`src/rtl/scan_order_gen_pkg.sv`:
```
// Shared types and helpers for the scan-order address generator.
// SCAN_ZIGZAG_EN only affects the top and walker; this package is build-independent.
package scan_pkg;

    typedef enum logic [1:0] {
        SCAN_RASTER = 2'd0,
        SCAN_MORTON = 2'd1,
        SCAN_COLUMN = 2'd2,
        SCAN_ZIGZAG = 2'd3
    } scan_mode_e;

    typedef enum logic {
        DIR_UP   = 1'b0,
        DIR_DOWN = 1'b1
    } zz_dir_e;

    typedef enum logic {
        ST_IDLE   = 1'b0,
        ST_ACTIVE = 1'b1
    } scan_state_e;

    localparam int MAX_LOG2_DIM = 5;
    localparam int MAX_ID_W     = 2 * MAX_LOG2_DIM;

    // Gathers the even bits of v, LSB first; pass v >> 1 to gather the odd bits.
    function automatic logic [MAX_LOG2_DIM-1:0] deinterleave(input logic [MAX_ID_W-1:0] v);
        logic [MAX_LOG2_DIM-1:0] res;
        res = '0;
        for (int i = 0; i < MAX_LOG2_DIM; i++) begin
            res[i] = v[2*i];
        end
        return res;
    endfunction

endpackage

```
`src/rtl/scan_order_gen_zigzag_walk.sv`:
```
// Sequential JPEG zigzag walker over a DIM x DIM block; only instantiated when
// SCAN_ZIGZAG_EN is defined.
module scan_zigzag_walk
    import scan_pkg::*;
#(
    parameter int LOG2_DIM = 3
) (
    input  logic                clk,
    input  logic                rstn,
    input  logic                restart,
    input  logic                step,
    output logic [LOG2_DIM-1:0] r,
    output logic [LOG2_DIM-1:0] c
);

    localparam logic [LOG2_DIM-1:0] EDGE = '1;

    zz_dir_e dir_q;

    always_ff @(posedge clk or negedge rstn) begin
        if (!rstn) begin
            r     <= '0;
            c     <= '0;
            dir_q <= DIR_UP;
        end else if (restart) begin
            r     <= '0;
            c     <= '0;
            dir_q <= DIR_UP;
        end else if (step) begin
            if (dir_q == DIR_UP) begin
                // Edge checks on the right column take precedence over the top row.
                if (c == EDGE) begin
                    r     <= r + 1'b1;
                    dir_q <= DIR_DOWN;
                end else if (r == '0) begin
                    c     <= c + 1'b1;
                    dir_q <= DIR_DOWN;
                end else begin
                    r <= r - 1'b1;
                    c <= c + 1'b1;
                end
            end else begin
                if (r == EDGE) begin
                    c     <= c + 1'b1;
                    dir_q <= DIR_UP;
                end else if (c == '0) begin
                    r     <= r + 1'b1;
                    dir_q <= DIR_UP;
                end else begin
                    r <= r + 1'b1;
                    c <= c - 1'b1;
                end
            end
        end
    end

endmodule

```
`src/rtl/scan_order_gen.sv`:
```
// Scan-order element index generator (raster, Morton, column, zigzag) with valid/ready output.
// Zigzag order requires SCAN_ZIGZAG_EN; without it mode 3 falls back to raster.
//
// state     | meaning
// ST_IDLE   | no block in progress, outputs invalid, waiting for sob
// ST_ACTIVE | presenting element cnt of the current block
module scan_order_gen
    import scan_pkg::*;
#(
    parameter  int LOG2_DIM = 3,
    localparam int ID_W     = 2 * LOG2_DIM
) (
    input  logic                clk,
    input  logic                rstn,
    input  logic                sob,
    input  logic [1:0]          mode,
    input  logic                zid_rdy,
    output logic [ID_W-1:0]     zid,
    output logic [LOG2_DIM-1:0] zrow,
    output logic [LOG2_DIM-1:0] zcol,
    output logic                zid_vld,
    output logic                zid_last,
    output logic                busy
);

    localparam logic [ID_W-1:0] LAST_CNT = '1;

    scan_state_e     state_q, state_d;
    logic [ID_W-1:0] cnt_q, cnt_d;
    scan_mode_e      mode_q, mode_d;
    scan_mode_e      sob_mode;
    logic            xfer;
    logic            is_last;

`ifdef SCAN_ZIGZAG_EN
    assign sob_mode = scan_mode_e'(mode);
`else
    assign sob_mode = (mode == 2'd3) ? SCAN_RASTER : scan_mode_e'(mode);
`endif

    assign xfer    = (state_q == ST_ACTIVE) && zid_rdy;
    assign is_last = (cnt_q == LAST_CNT);

    always_ff @(posedge clk or negedge rstn) begin
        if (!rstn) begin
            state_q <= ST_IDLE;
            cnt_q   <= '0;
            mode_q  <= SCAN_RASTER;
        end else begin
            state_q <= state_d;
            cnt_q   <= cnt_d;
            mode_q  <= mode_d;
        end
    end

    // sob wins over the normal step in both states, which also gives the zero-bubble chain.
    always_comb begin
        state_d = state_q;
        cnt_d   = cnt_q;
        mode_d  = mode_q;
        case (state_q)
            ST_IDLE: begin
                if (sob) begin
                    state_d = ST_ACTIVE;
                    mode_d  = sob_mode;
                    cnt_d   = '0;
                end
            end
            ST_ACTIVE: begin
                if (sob) begin
                    mode_d = sob_mode;
                    cnt_d  = '0;
                end else if (xfer) begin
                    if (is_last) begin
                        state_d = ST_IDLE;
                        cnt_d   = '0;
                    end else begin
                        cnt_d = cnt_q + ID_W'(1);
                    end
                end
            end
            default: state_d = ST_IDLE;
        endcase
    end

`ifdef SCAN_ZIGZAG_EN
    logic [LOG2_DIM-1:0] zz_r, zz_c;

    scan_zigzag_walk #(
        .LOG2_DIM(LOG2_DIM)
    ) u_zigzag_walk (
        .clk    (clk),
        .rstn   (rstn),
        .restart(sob || (xfer && is_last)),
        .step   (xfer && !is_last && !sob),
        .r      (zz_r),
        .c      (zz_c)
    );
`endif

    always_comb begin
        logic [MAX_ID_W-1:0] cnt_ext;
        cnt_ext = MAX_ID_W'(cnt_q);
        zrow    = cnt_q[ID_W-1:LOG2_DIM];
        zcol    = cnt_q[LOG2_DIM-1:0];
        case (mode_q)
            SCAN_COLUMN: begin
                zrow = cnt_q[LOG2_DIM-1:0];
                zcol = cnt_q[ID_W-1:LOG2_DIM];
            end
            SCAN_MORTON: begin
                zrow = LOG2_DIM'(deinterleave(cnt_ext >> 1));
                zcol = LOG2_DIM'(deinterleave(cnt_ext));
            end
`ifdef SCAN_ZIGZAG_EN
            SCAN_ZIGZAG: begin
                zrow = zz_r;
                zcol = zz_c;
            end
`endif
            default: ;
        endcase
    end

    assign zid      = {zrow, zcol};
    assign zid_vld  = (state_q == ST_ACTIVE);
    assign busy     = zid_vld;
    assign zid_last = zid_vld && is_last;

endmodule

```
`config.mk`:
```
export PLATFORM = sky130hd
export DESIGN_NAME = scan_order_gen
export DESIGN_NICKNAME = d
export VERILOG_FILES = /design/src/rtl/scan_order_gen_pkg.sv /design/src/rtl/scan_order_gen_zigzag_walk.sv /design/src/rtl/scan_order_gen.sv
export SDC_FILE = /design/constraint.sdc
export NUM_CORES = 1
export LEC_CHECK = 0
export CAP_MARGIN = 30
export CORE_AREA = 4 4 45 62
export DETAILED_ROUTE_END_ITERATION = 8
export DIE_AREA = 0 0 49 66
export GPL_TIMING_DRIVEN = 0
export PLACE_DENSITY = 0.58
export SLEW_MARGIN = 20
export SYNTH_ARGS = -nofsm -noshare
export SYNTH_HDL_FRONTEND = slang
export SYNTH_HIERARCHICAL = 1
export SYNTH_SLANG_ARGS = --single-unit
```
`constraint.sdc`:
```
create_clock -name clk -period 3.77 [get_ports clk]
set_input_delay 0.377 -clock clk [delete_from_list [all_inputs] [get_ports clk]]
set_output_delay 0.377 -clock clk [all_outputs]
set_load 0.03 [all_outputs]
```
==> impl_metrics.toml, run 1 <==
[detailed_routing]
drt_iter0_drc = 9
wl_mm = 1.50
wire_per_inst_um = 12.1
vias = 618
route.detailed.drc = 0
via_per_inst = 4.98
drt_pass1_iterations = 4
detail-route-antenna-nets = 0

[global_route]
overflow = 0
antenna_found_initial = 0
grt_pass1_vias = 595
grt_pass1_wl_mm = 2.60
globalRouteTotalUtil = 0.102
grt_start_max_net_pins = 11

[finish]
finalCoreUtilization = 0.406
diodes = 0
final_nets = 112
n_fill_cell = 217
drive_gt1_frac = 0.137
areaGrowthSynthToFinish_pct = 39.6
stdcell_area_um2 = 895
layout.cells.non_filler = 124

[yosys]
yosys-top-cells-count = "11 x nand2_1, 9 x dfrtp_1, 7 x buf_4, 7 x o21ai_0"
synthCells = 78
post_synth.cell_area_avg_um2 = 8.21
ys_seq_area_frac = 0.352
yosysTopAreaCell = "dfrtp_1"
synth_cell_types = 29
yosys_warnings = 6
syn_area_um2 = 641
syn_nets = 87
synth_top_cell_area_share = 0.352
ys_ff_latch = 9
synth_edf_count = 0
synth_flop_cell = "dfrtp_1"
synthArstFlopShare = 1.00
ys_top_cells_by_area = "dfrtp_1 35%, buf_4 8.2%, nand2_1 6.4%"
synth_most_common_cell = "nand2_1"

[timing]
rsz0062_at_grt = "no"
fin_setup_tns_ns = 0
drv_slew = 0
finClkSkew_ns = 0.00473
setup_viol = 0
hold_violations = 0
relSlewSlack = 0.708
fmax_ghz = 0.361
fin_crit_sh = 0.736
tightest_slew_ns = 0.436
fin_crit_ns = 2.77

[clock_network]
post_cts_resized = 0
clk_path_buf_depth = 2
cts_setup_buffers = 0
clk-insertion-delay-late_ns = 0.26
cts_tree = "built"
cts.sinks = 9
numCtsBuffers = 3
clkSlewWorstSetupHoldPaths_ns = 0.07
hold_buffers = 0
cts-htree-levels = 1
cts-root-buf = "clkbuf_4"

[setup_path]
worst_ep_required_time_ns = 3.39
max_stage_delay_ns = 0.58
crit_chain = "inv_1, ha_1, clkbuf_1, or2_2, a22o_2, buf_4, clkdlybuf4s50_1"
arrival_ns = 2.40
critPathKind = "flop to output pin"
endpoint_kind = "output pin"
crit_fanout = 10
slowest_stage = "clkdlybuf4s50_1"
start_kind = "flop"
ff2ff_setup_slack_ns = 2.31

[pwr]
p_int_uw = 164
p_clk_frac = 0.326
p_leak_uw = 0.000361
swShare = 0.296
pwr-share-seq = 0.435
irDropWorstVdd_mv = 0.133
power_density_mw_per_mm2 = 261
power_frac_comb = 0.238
p_sw_uw = 69.0
p_total_uw = 233

[flow_run]
maxCapViolCount = 0

[place]
placed_cell_area_um2 = 868
place_inst = 120
io_buffers = 20
post-dp-hpwl_mm = 1.19
place.gp.congestion = 0.757

[floorplan]
ios = 21
num_rows = 20
die_h_um = 66
die_w_um = 49
die_area_mm2 = 0.00323
initial_core_util = 0.291
core_mm2 = 0.00220

[min_path]
hp-class = "input port to asynchronous set/reset pin"

[outcome]
status = "finished clean"
## critical path, delay by kind of cell, from the launching register on
kind / cells / cell delay [ns]
DFF: 1 / 0.35
AOI/OAI and AO/OA: 1 / 0.22
buffers and inverters: 4 / 0.95
adders and majority gates: 1 / 0.28
and+or+nand+nor: 1 / 0.34
## cell usage in the layout, fill, tap and decap left out
cell	netlist	final
or3_1	1	1
nor3_1	2	2
a22o_2	1	1
o21ai_0	7	7
nand3_1	2	2
nand3_2	1	1
buf_2	1	1
clkbuf_1	4	5
xor2_1	1	1
a311oi_1	1	1
nor2b_1	1	1
o211ai_1	2	2
clkdlybuf4s50_1	0	20
buf_4	7	7
or4_1	1	1
o22ai_1	1	1
and2_1	1	1
nand2_1	11	11
nor2_1	1	1
a22oi_1	4	4
or2_2	1	1
a22o_1	1	1
o31ai_1	1	1
a21oi_1	5	5
clkbuf_4	0	3
o21bai_1	1	1
dfrtp_1	9	9
ha_1	3	3
inv_1	5	5
nand3b_1	1	1
a41oi_1	1	1
## registers in the layout, summed over array words and instances (netlist names)
name,flops
cnt_q,6
mode_q,2
busy,1
## per-layer routing
layer | global-route usage | share of wire | wire length (um) | vias up
li1 | - | - | - | 317
met1 | 0.105 | 0.39 | 588 | 280
met2 | 0.185 | 0.54 | 810 | 19
met3 | 0.00903 | 0.045 | 68 | 2
met4 | 0.0808 | 0.023 | 34 | 0
met5 | 0 | 0 | 0 | -
## power groups by stage
stage	clock network [uW]	logic [uW]	registers [uW]
2_1_floorplan	0	35.3	103
3_3_place_gp	0	55.8	103
3_5_place_dp	0	56.3	103
4_1_cts	79.3	56.3	102
5_1_grt	82.7	62.2	102
6_report	76.2	55.6	102
## final cells by class
cell class                      instances  area, um2  share of cell area
Multi-Input combinational cell         52        324               0.362
Timing Repair Buffer                   20        200               0.224
Tap cell                               22       27.5              0.0308
Buffer                                 12       72.6              0.0811
Clock buffer                            4       26.3              0.0294
Sequential cell                         9        225               0.252
Inverter                                5       18.8              0.0210
## logic make-up (layout without fill, tap and decap cells)
group                      count (synthesis)  after routing  share of synthesized area
AOI/OAI and AO/OA                         25             25                      0.254
xor gates and xnor gates                   1              1                     0.0137
adders and majority gates                  3              3                     0.0586
buffers and inverters                     17             41                      0.143
DFF                                        9              9                      0.352
and+or+nand+nor                           23             23                      0.180
## worst paths after layout
kind                                             from                    end  depth (start not counted)
worst min register to register  mode_q[1]$_DFFE_PN0P_  mode_q[1]$_DFFE_PN0P_                          2
worst min-delay path                             rstn   cnt_q[5]$_DFFE_PN0P_                          1
worst max register to register   cnt_q[2]$_DFFE_PN0P_   cnt_q[5]$_DFFE_PN0P_                          4
worst max-delay path            mode_q[0]$_DFFE_PN0P_                 zid[0]                          7
min in group clk                mode_q[1]$_DFFE_PN0P_  mode_q[1]$_DFFE_PN0P_                          2
max in group asynchronous                        rstn   cnt_q[4]$_DFFE_PN0P_                          1
## through the flow
stage               setup slack (ns)  hold slack [ns]
CTS                            0.969            0.427
detailed placement              1.25            0.553
global placement                1.28            0.535
global route                   0.863            0.456
finish                         0.996            0.420
floorplan                       1.51           0.0814
No activity file was read; power rests on OpenSTA's default activity.
==> inputs of run 2 (changes only) <==
==> constraint.sdc (replaced) <==
create_clock -name clk -period 2.74 [get_ports clk]
set_input_delay 0.274 -clock clk [delete_from_list [all_inputs] [get_ports clk]]
set_output_delay 0.274 -clock clk [all_outputs]
set_load 0.03 [all_outputs]
==> run 2 against run 1 <==
  * Power grew 37%
  * Critical endpoint is now zcol[0]
  * Sequential power grew 37%
  * Combinational power grew 37%
  * Flip-flop and latch count is the same
  * Clock skew is the same
  * First-iteration DRC count is the same
  * Cell count is the same
  * Hold slack lost 0.10 ns
==> impl_metrics.toml, run 2 (synthesized netlist as in run 1, its figures left out) <==
[setup_path]
critical_path.endpoint = "zcol[0]"
rr_startpoint = "cnt_q[2]$_DFFE_PN0P_"
crit_fanout = 10
crit_buf_inv = 3
crit_cells = 6
worst_ep_required_time_ns = 2.47
ff2ff_setup_slack_ns = 1.28
path_delay_family = "buffers and inverters"
arrival_ns = 2.28
endpoint_kind = "output pin"
max_stage_delay_ns = 0.59
slowest_stage = "clkdlybuf4s50_1"
crit_chain = "inv_1, ha_1, clkbuf_1, or2_2, a22o_2, clkdlybuf4s50_1"
critPathKind = "flop to output pin"
start_kind = "flop"
reg2reg_depth = 4
r2r_end = "cnt_q[5]$_DFFE_PN0P_"
crit_start = "mode_q[0]$_DFFE_PN0P_"

[timing]
whs_ns = 0.317
fin_crit_ns = 2.55
rsz0062_at_grt = "no"
drv_slew = 0
fmax_ghz = 0.392
fin_setup_tns_ns = 0
tightest_slew_ns = 0.436
hold_violations = 0
relSlewSlack = 0.708
fin_crit_sh = 0.932
setup_viol = 0
finClkSkew_ns = 0.00473

[flow_run]
maxCapViolCount = 0

[outcome]
status = "finished clean"

[detailed_routing]
wire_per_inst_um = 12.1
wl_mm = 1.51
vias = 618
drt_iter0_drc = 9
route.detailed.drc = 0
via_per_inst = 4.98
detail-route-antenna-nets = 0
drt_pass1_iterations = 4

[clock_network]
numCtsBuffers = 3
clk_path_buf_depth = 2
cts.sinks = 9
cts_tree = "built"
cts-htree-levels = 1
cts_setup_buffers = 0
clk-insertion-delay-late_ns = 0.26
hold_buffers = 0
cts-root-buf = "clkbuf_4"
clkSlewWorstSetupHoldPaths_ns = 0.07
post_cts_resized = 0

[finish]
multiInputGateArea_um2 = 324
final_cell_mix = "18 x clkdlybuf4s50_1, 11 x nand2_1, 9 x dfrtp_1"
stdcell_area_um2 = 900
final_common_cell = "clkdlybuf4s50_1"
drive_gt1_frac = 0.137
n_fill_cell = 217
regMostFlops = "cnt_q"
areaGrowthSynthToFinish_pct = 40.4
final_nets = 112
seqCellArea_um2 = 225
largest_register_ffs = 6
diodes = 0

[floorplan]
die_h_um = 66
ios = 21
num_rows = 20
core_mm2 = 0.00220
die_area_mm2 = 0.00323
die_w_um = 49
initial_core_util = 0.291

[global_route]
globalRouteTotalUtil = 0.102
grt_pass1_wl_mm = 2.60
grt_pass1_vias = 595
overflow = 0
grt_start_max_net_pins = 11
antenna_found_initial = 0

[place]
post-dp-hpwl_mm = 1.19
io_buffers = 20
placed_cell_area_um2 = 868
place.gp.congestion = 0.757

[pwr]
power_density_mw_per_mm2 = 357
irDropWorstVdd_mv = 0.183
p_leak_uw = 0.000395

[min_path]
hp-class = "input port to asynchronous set/reset pin"
==> run 2: cell count changes in the layout (fill, tap and decap cells not counted) <==
cell,change
clkdlybuf4s50_1,-2
dlymetal6s2s_1,+2
==> run 2: metal layers <==
metal  share of wire  global-route usage  up-vias
met1            0.39               0.105      280
met4           0.023              0.0808        0
met2            0.54               0.185       19
met5               0                   0        -
li1                -                   -      317
met3           0.049             0.00903        2
==> run 2: worst min-delay path by stage <==
stage                                     start               endpoint  slack [ns]  cells after the start
after floorplan                            rstn         busy$_DFF_PN0_       -0.02                      0
after global placement    mode_q[1]$_DFFE_PN0P_  mode_q[1]$_DFFE_PN0P_        0.54                      2
after detailed placement  mode_q[1]$_DFFE_PN0P_  mode_q[1]$_DFFE_PN0P_        0.55                      2
after CTS                                  rstn   cnt_q[5]$_DFFE_PN0P_        0.32                      1
after global routing                       rstn   cnt_q[5]$_DFFE_PN0P_        0.35                      1
final                                      rstn   cnt_q[5]$_DFFE_PN0P_        0.32                      1
==> run 2: worst register-to-register path, delay by kind of cell (launching register included) <==
kind	cells	cell delay, ns
and+or+nand+nor	2	0.73
DFF	1	0.31
buffers and inverters	1	0.19
AOI/OAI and AO/OA	1	0.16
==> run 2: per-stage QoR <==
| step | total power [uW] | cells | setup slack, ns | util |
|---|---|---|---|---|
| after floorplan | 190 | 78 | 0.579 | - |
| after global placement | 219 | 120 | 0.353 | 0.394 |
| after detailed placement | 220 | 120 | 0.326 | 0.394 |
| after CTS | 326 | 124 | 0.0420 | 0.406 |
| after global routing | 340 | 124 | 0.0611 | 0.409 |
| final | 321 | 124 | 0.187 | 0.409 |
==> run 2: area by class of cell <==
cell class              count  area share
multi-input cells          52       0.360
flip-flops and latches      9       0.250
clock buffers               4      0.0292
inverters                   5      0.0209
plain buffers              12      0.0807
well taps                  22      0.0306
repair buffers             20       0.228
==> run 2: power by group <==
group          internal (uW)  switching (uW)
sequential               137            2.42
combinational           32.4            43.8
clock                   56.2            48.6
